File: src/rtl/ascii2hex_pkg.sv
// Shared constants, state encoding and a range helper for the ASCII-to-hex
// stream packer and its character decoder.
package ascii2hex_pkg;

    localparam logic [6:0] ASCII_0   = 7'h30;
    localparam logic [6:0] ASCII_9   = 7'h39;
    localparam logic [6:0] ASCII_UA  = 7'h41;
    localparam logic [6:0] ASCII_UF  = 7'h46;
    localparam logic [6:0] ASCII_LA  = 7'h61;
    localparam logic [6:0] ASCII_LF_ = 7'h66;
    localparam logic [6:0] ASCII_NL  = 7'h0A;

    typedef enum logic [1:0] {
        ACCUM = 2'd0,
        OUT   = 2'd1,
        ERR   = 2'd2
    } state_t;

    // True when c lies in the inclusive code range [lo, hi].
    function automatic logic in_range(input logic [6:0] c,
                                      input logic [6:0] lo,
                                      input logic [6:0] hi);
        return (c >= lo) && (c <= hi);
    endfunction

endpackage

File: src/rtl/ascii_nibble_decode.sv
// Combinational ASCII character classifier: maps '0'-'9' / 'A'-'F' to a
// nibble and flags line feed. Lowercase 'a'-'f' is accepted only when the
// LOWERCASE_EN macro is defined; otherwise it is reported as non-hex.
module ascii_nibble_decode
    import ascii2hex_pkg::*;
(
    input  logic [6:0] in_char,
    output logic       is_hex,
    output logic       is_nl,
    output logic [3:0] nib
);

    logic [6:0] ofs_s;

    // Classify the character and compute its nibble value from the code offset.
    always_comb begin
        is_hex = 1'b0;
        is_nl  = 1'b0;
        ofs_s  = 7'h00;
        if (in_range(in_char, ASCII_0, ASCII_9)) begin
            is_hex = 1'b1;
            ofs_s  = in_char - ASCII_0;
        end else if (in_range(in_char, ASCII_UA, ASCII_UF)) begin
            is_hex = 1'b1;
            ofs_s  = in_char - ASCII_UA + 7'd10;
`ifdef LOWERCASE_EN
        end else if (in_range(in_char, ASCII_LA, ASCII_LF_)) begin
            is_hex = 1'b1;
            ofs_s  = in_char - ASCII_LA + 7'd10;
`endif
        end else if (in_char == ASCII_NL) begin
            is_nl = 1'b1;
        end else begin
            is_hex = 1'b0;
            is_nl  = 1'b0;
        end
        nib = ofs_s[3:0];
    end

endmodule

File: src/rtl/ascii2hex_stream.sv
// Streaming ASCII hex digit packer. Collects NIBBLES hex digits MSB-first into
// one right-justified word; a line feed flushes a partial word and any other
// character produces an error token. The result is held on the output until
// consumed, and no input is accepted meanwhile.
// Optional feature macro: LOWERCASE_EN (accept 'a'-'f' as hex digits).
module ascii2hex_stream
    import ascii2hex_pkg::*;
#(
    parameter int NIBBLES = 4
) (
    input  logic                             clk,
    input  logic                             rst,
    input  logic                             in_valid,
    output logic                             in_ready,
    input  logic [6:0]                       in_char,
    output logic                             out_valid,
    input  logic                             out_ready,
    output logic [4*NIBBLES-1:0]             out_word,
    output logic [$clog2(NIBBLES+1)-1:0]     out_len,
    output logic                             out_err
);

    localparam int W  = 4 * NIBBLES;
    localparam int CW = $clog2(NIBBLES + 1);

    state_t          state_r, state_n;
    logic [W-1:0]    acc_r, acc_n;
    logic [CW-1:0]   count_r, count_n;
    logic [W+3:0]    shifted_s;
    logic [CW-1:0]   count_inc_s;
    logic            is_hex_s, is_nl_s;
    logic [3:0]      nib_s;
    logic            accept_s;
    logic            out_valid_n, in_ready_n, out_err_n;
    logic [W-1:0]    out_word_n;
    logic [CW-1:0]   out_len_n;

    ascii_nibble_decode u_decode (
        .in_char (in_char),
        .is_hex  (is_hex_s),
        .is_nl   (is_nl_s),
        .nib     (nib_s)
    );

    // Shift the new nibble in at the bottom; the wide intermediate keeps this
    // well-formed even for a single-nibble word.
    assign shifted_s   = {acc_r, nib_s};
    assign count_inc_s = count_r + CW'(1'b1);
    assign accept_s    = in_valid && in_ready;

    // Next-state, accumulator and digit-count logic.
    always_comb begin
        state_n = state_r;
        acc_n   = acc_r;
        count_n = count_r;
        case (state_r)
            ACCUM: begin
                if (accept_s) begin
                    if (is_hex_s) begin
                        acc_n   = shifted_s[W-1:0];
                        count_n = count_inc_s;
                        if (count_inc_s == CW'(NIBBLES)) begin
                            state_n = OUT;
                        end else begin
                            state_n = ACCUM;
                        end
                    end else if (is_nl_s) begin
                        if (count_r != {CW{1'b0}}) begin
                            state_n = OUT;
                        end else begin
                            state_n = ACCUM;
                        end
                    end else begin
                        state_n = ERR;
                    end
                end else begin
                    state_n = ACCUM;
                end
            end
            OUT, ERR: begin
                if (out_ready) begin
                    state_n = ACCUM;
                    acc_n   = {W{1'b0}};
                    count_n = {CW{1'b0}};
                end else begin
                    state_n = state_r;
                end
            end
            default: begin
                state_n = ACCUM;
                acc_n   = {W{1'b0}};
                count_n = {CW{1'b0}};
            end
        endcase
    end

    // Output values for the upcoming state, registered below so outputs stay
    // glitch-free and stable while a result is held.
    always_comb begin
        out_valid_n = 1'b0;
        in_ready_n  = 1'b1;
        out_err_n   = 1'b0;
        out_word_n  = {W{1'b0}};
        out_len_n   = {CW{1'b0}};
        case (state_n)
            ACCUM: begin
                in_ready_n = 1'b1;
            end
            OUT: begin
                out_valid_n = 1'b1;
                in_ready_n  = 1'b0;
                out_word_n  = acc_n;
                out_len_n   = count_n;
            end
            ERR: begin
                out_valid_n = 1'b1;
                in_ready_n  = 1'b0;
                out_err_n   = 1'b1;
            end
            default: begin
                in_ready_n = 1'b1;
            end
        endcase
    end

    // State, accumulator and count registers.
    always_ff @(posedge clk or posedge rst) begin
        if (rst) begin
            state_r <= ACCUM;
            acc_r   <= {W{1'b0}};
            count_r <= {CW{1'b0}};
        end else begin
            state_r <= state_n;
            acc_r   <= acc_n;
            count_r <= count_n;
        end
    end

    // Registered handshake and result outputs.
    always_ff @(posedge clk or posedge rst) begin
        if (rst) begin
            out_valid <= 1'b0;
            in_ready  <= 1'b1;
            out_err   <= 1'b0;
            out_word  <= {W{1'b0}};
            out_len   <= {CW{1'b0}};
        end else begin
            out_valid <= out_valid_n;
            in_ready  <= in_ready_n;
            out_err   <= out_err_n;
            out_word  <= out_word_n;
            out_len   <= out_len_n;
        end
    end

endmodule
File: config.mk
export PLATFORM = sky130hd
export DESIGN_NAME = ascii2hex_stream
export DESIGN_NICKNAME = d
export VERILOG_FILES = /design/src/rtl/ascii2hex_pkg.sv /design/src/rtl/ascii_nibble_decode.sv /design/src/rtl/ascii2hex_stream.sv
export SDC_FILE = /design/constraint.sdc
export NUM_CORES = 1
export LEC_CHECK = 0
export CORE_MARGIN = 5
export CORE_UTILIZATION = 59
export CTS_BUF_LIST = sky130_fd_sc_hd__clkbuf_8
export CTS_CLUSTER_SIZE = 14
export DETAILED_ROUTE_END_ITERATION = 10
export GPL_TIMING_DRIVEN = 0
export HOLD_SLACK_MARGIN = 0.05
export PLACE_DENSITY = 0.84
export SETUP_SLACK_MARGIN = 0.02
export SYNTH_ARGS = -nofsm -noshare
export SYNTH_HDL_FRONTEND = slang
export SYNTH_SLANG_ARGS = --single-unit
export TNS_END_PERCENT = 30
File: constraint.sdc
create_clock -name clk -period 4.4 [get_ports clk]
set_input_delay 0.44 -clock clk [delete_from_list [all_inputs] [get_ports clk]]
set_output_delay 0.44 -clock clk [all_outputs]
set_load 0.01 [all_outputs]
[After elaboration in Yosys (flattened, before gate mapping)]
Index checks and enable logic that the tools add are counted.
Storage, ports and cells
  register bits after elaboration: 43
  bits of input ports: 11
  output and inout port bits: 22
  word-level logic and storage cells: 56
Operators by class
  add/sub/neg operators: 4
  order comparisons: 4
  eq/ne operators: 6
  muxes and demuxes: 27
  reductions and logical operators: 7
Operator list (count)
  2-to-1 mux 16 bit: 4
  case mux 16 bit (2 select lines): 1
  2-to-1 mux 3 bit: 4
  2-to-1 mux 1 bit: 10
  2-to-1 mux 2 bit: 4
  2-to-1 mux 4 bit: 2
  subtractor 4 x 1 -> 4 bit, second input constant: 2
  equality test 7 x 4 -> 1 bit, second input constant: 1
  >= comparator 7 x 6 -> 1 bit, second input constant: 1
  >= comparator 7 bit, second input constant: 1
  <= comparator 7 x 6 -> 1 bit, second input constant: 1
  <= comparator 7 bit, second input constant: 1
  case mux 3 bit (2 select lines): 1
  adder 4 bit, second input constant: 1
  equality test 2 x 1 -> 1 bit, second input constant: 2
  equality test 2 bit, second input constant: 2
  case mux 2 bit (2 select lines): 1
  OR reduction 2 bit: 2
  adder 3 x 1 -> 3 bit, second input constant: 1
  equality test 3 bit, second input constant: 1
  logical AND 1 bit: 3
  nonzero test 3 bit: 1
  logical NOT 2 bit: 1

[Depth between registers and ports, before layout]
  depth after elaboration: 11
  mapped depth: 14
  mapped depth without buffers: 12

[Modules after synthesis]
Synthesis repeated with hierarchy kept, for this count alone.
Unflattened totals
  cell total of the unflattened synthesis: 178
  area, all modules: 1976.9 um^2
By module, submodules not included
  ascii2hex_stream: times used 1, cells an instance 152, area an instance 1784.2 um^2, sequential area each 1077.3 um^2
  ascii_nibble_decode: times used 1, cells an instance 26, area an instance 192.7 um^2, sequential area each 0.0 um^2

[Worst setup path after synthesis]
OpenSTA, ideal clock, no wires.
  path kind: input-to-reg
  start point: input in_char[1]
  end point: register out_word[3]
  library setup time: 78 ps
  arrival time: 2852 ps
  required time: 4322 ps
  path slack: 1470 ps
  stages: 14
  path buffers: 2
  cell sequence: inv_1 > ha_1 > and2b_1 > a221o_1 > buf_6 > a221oi_1 > o21ai_0 > a21oi_1 > ha_1 > nand2b_1 > a211oi_4 > buf_6 > inv_2 > o2bb2ai_1
On the way
  word-level cells in the longest chain between the ends: 10
  elaborated cells on any way between the ends: 26
  those cells by class: 3 x add/sub; 4 x order compare; 2 x eq/ne; 15 x mux; 2 x reduce/logical
RTL lines
  start, declared: line ascii2hex_stream.sv:15  | input logic [6:0] in_char,
  >= comparator 7 bit (tied with other cells): line ascii2hex_pkg.sv:23  | return (c >= lo) && (c <= hi);
  logical AND 1 bit or 2-to-1 mux 1 bit (tied branches): line ascii2hex_pkg.sv:23, ascii_nibble_decode.sv:31
  2-to-1 mux 1 bit: line ascii_nibble_decode.sv:23  | end else if (in_range(in_char, ASCII_UA, ASCII_UF)) begin
  2-to-1 mux 1 bit: line ascii_nibble_decode.sv:20  | if (in_range(in_char, ASCII_0, ASCII_9)) begin
  2-to-1 mux 2 bit: line ascii2hex_stream.sv:67  | end else if (is_nl_s) begin
  2-to-1 mux 2 bit *: line ascii2hex_stream.sv:59  | if (is_hex_s) begin
  2-to-1 mux 2 bit *: line ascii2hex_stream.sv:58  | if (accept_s) begin
  case mux 2 bit (2 select lines) *: line ascii2hex_stream.sv:56  | case (state_r)
  net state_n[0]: line ascii2hex_stream.sv:26  | state_t state_r, state_n;
  equality test 2 x 1 -> 1 bit *: line ascii2hex_stream.sv:105  | case (state_n)
  2-to-1 mux 16 bit *: line ascii2hex_stream.sv:105
  net out_word_n[3]: line ascii2hex_stream.sv:35  | logic [W-1:0] out_word_n;
  end signal, assigned: line ascii2hex_stream.sv:145  | out_word <= {W{1'b0}};
  end signal, assigned: line ascii2hex_stream.sv:151  | out_word <= out_word_n;
  end, declared: line ascii2hex_stream.sv:18  | output logic [4*NIBBLES-1:0] out_word,
The timed path passes the listed nets; every way through them passes the cells marked *.

[Worst setup path in the final report]
  start point: input in_char[1]
  end point: register out_word[13]
The elaborated chain is that of the path after synthesis.

==> impl_metrics.ini <==
[layout]
nNetsFinal = 214
area_growth_syn_to_layout_pct = 24.3
antenna_cells = 0
drive_gt1_share_pct = 24.9

[synthesis]
synth.top_cells.by_count = dfrtp_1, a22o_2, inv_1, a22o_1, ha_1
yosysWarnings = 0
ys_async_sr_fraction_pct = 100
ys_ff_latch = 43
yosys-top-cells-area = dfrtp_1, a22o_2, ha_1, a22o_1, buf_6
synth.most_common_cell = dfrtp_1
avgSynthCellArea_um2 = 13.2
syn_nets = 175
synth_top_cell_area_share_pct = 52.1
yosysTopAreaCell = dfrtp_1
netlist_area_um2 = 2020
yosysSeqAreaShare_pct = 53.4
syn_inst = 153
yosysUniqueCellTypes = 35
synth_edf_count = 0
synth_flop_cell = dfrtp_1

[cts]
ctsResizeCount = 0
clkLatencyLatePin_ns = 0.30
tritoncts = done
cts_setup_buffers = 0
clk_pin_slew_ns = 0.08
cts-htree-levels = 2
cts_hold_buffers = 0
root_buffer = clkbuf_8
numClockSinks = 43
clock_path_buffers = 2
cts_buffers = 5

[placement]
port_buffers = 32
detailed_place_hpwl_um = 2900
gp_congestion = 0.884

[power]
power.switching_mw = 0.223
powerDensity_nw_per_um2 = 342
total_power_mw = 0.858
p_int_mw = 0.636
ir_drop_uv = 225
p_clk_share_pct = 36.0
share_seq_of_total_power_pct = 50.1
p_comb_share_pct = 13.9
switching_share_pct = 25.9
leakagePower_nw = 1.16

[floorplan]
io_pins = 33
start_util_pct = 60.9
die_w_um = 68.5
die_h_um = 68.5
placementRows = 21
die_area_um2 = 4690
coreArea_um2 = 3310

[grt]
grtUsageTotal_pct = 20.7
grt-ovfl-total = 0
grt_pass1_vias = 1426
grt_max_degree = 44
antenna_found_initial = 0
grt_first_pass_wirelength_um = 6870

[timing]
hold_violations = 0
tns_ns = 0
relSlewSlack_pct = 43.5
fin_crit_sh_pct = 83.9
fmax_mhz = 271
fin_skew_ns = 0.00983
tightest_slew_ns = 0.846
rsz0062_at_grt = false
slew_violations = 0
final.min_clock_period_ns = 3.69
setup_violations = 0

[routing]
drc_errors = 0
wirelength_um = 4140
antenna_left = 0
post_drt_via_cell_ratio = 5.89
wl_per_cell_um = 17.3
drt_iter0_drc = 86
vias = 1407
dr.pass1.iters = 4

[worst_setup_path]
rr_startpoint = count_r[0]
crit_fanout = 10
worstRegToRegCells = 10
timing.rr.end = out_word[13]
cp-end-kind = register
rrSetupSlack_ns = 1.55
path_class = in -> reg
cp.required_ns = 4.65
cp-start-kind = input pin
cp.arrival_ns = 3.94

[run]
cap_violations = 0

[worst_hold_path]
holdPathEnd = out_word[12]
hold_depth = 1
hold_path_class = reg -> reg
hold_start = acc_r[12]

[outcome]
status = finished, final reports clean
[cells in the final DEF, fill, tap and decap left out, types with 4 or more instances in the layout]
cell type | netlist | routed
clkdlybuf4s50_1 | 0 | 32
buf_6 | 5 | 5
a21o_1 | 4 | 4
nand2_1 | 6 | 6
a22o_2 | 21 | 21
dfrtp_1 | 42 | 42
clkbuf_8 | 0 | 5
inv_1 | 12 | 11
a22o_1 | 11 | 11
ha_1 | 11 | 11
[registers in the layout, summed over array words and instances (netlist names)]
| signal | cells |
|---|---|
| out_err | 1 |
| count_r | 3 |
| out_word | 16 |
| out_len | 3 |
| acc_r | 16 |
| in_ready | 1 |
| state_r | 2 |
| out_valid | 1 |
[area by class of cell]
cell class,instances,area [µm²]
Tap cell,46,57.6
Buffer,5,56.3
Timing Repair Buffer,32,320
Sequential cell,43,1080
Fill cell,237,805
Clock buffer,5,68.8
Inverter,14,52.6
Clock inverter,3,43.8
Multi-Input combinational cell,91,830
[cells by family after synthesis]
| kind of cell | after synthesis | synth area share, % |
|---|---|---|
| AO/OA/AOI/OAI | 52 | 24.8 |
| adder cells (fa/ha/maj) | 11 | 6.83 |
| flip-flops | 43 | 53.4 |
| AND/OR/NAND/NOR | 24 | 7.45 |
| buffers and inverters | 19 | 5.40 |
| multiplexers | 3 | 1.61 |
| XOR/XNOR | 1 | 0.435 |
[power groups by stage]
| stage | combinational, mW | clock [mW] | sequential, mW |
|---|---|---|---|
| 3_5_place_dp | 0.120 | 0 | 0.438 |
| 6_report | 0.119 | 0.309 | 0.430 |
| 4_1_cts | 0.121 | 0.313 | 0.430 |
| 2_1_floorplan | 0.0721 | 0 | 0.437 |
| 3_3_place_gp | 0.115 | 0 | 0.436 |
| 5_1_grt | 0.133 | 0.332 | 0.433 |
[metrics by stage]
stage               instance area (µm²)  instances  setup slack, ns  util (%)  hold slack, ns
global placement                   2390        231            0.477      72.3           0.481
floorplan                          2020        153             1.47         -           0.467
global route                       2510        239            0.406      75.7           0.524
detailed placement                 2390        231            0.462      72.3           0.482
CTS                                2510        239            0.733      75.7           0.512
finish                             2510        239            0.708      75.7           0.507
[metal layers]
| metal | part of all wire (%) | vias to the layer above | GRT usage (%) |
|---|---|---|---|
| met5 | 0 | - | 0 |
| met4 | 1.9 | 0 | 9.93 |
| met3 | 3.9 | 11 | 5.25 |
| met2 | 53 | 35 | 36.1 |
| met1 | 41 | 716 | 23.2 |
| li1 | - | 645 | - |
[worst max-delay path by stage]
stage	startpoint	endpoint	slack (ns)	cells past startpoint
finish	in_char[1]	out_word[13]	0.71	14
CTS	in_char[1]	out_word[13]	0.73	14
detailed placement	in_char[1]	out_word[13]	0.46	14
global placement	in_char[1]	out_word[3]	0.48	14
floorplan	in_char[1]	out_word[3]	1.47	14
global route	in_char[1]	out_word[13]	0.41	14
[critical path, stage by stage]
cell	delay (ns)
clkdlybuf4s50_1	0.51
inv_1	0.14
ha_1	0.23
and2b_1	0.19
a221o_1	0.32
buf_6	0.15
a221oi_1	0.25
o21ai_0	0.16
a21oi_1	0.23
ha_1	0.17
nand2b_1	0.12
nor3_2	0.63
buf_6	0.24
a22o_2	0.14
Power figures use the tool's default switching activity.
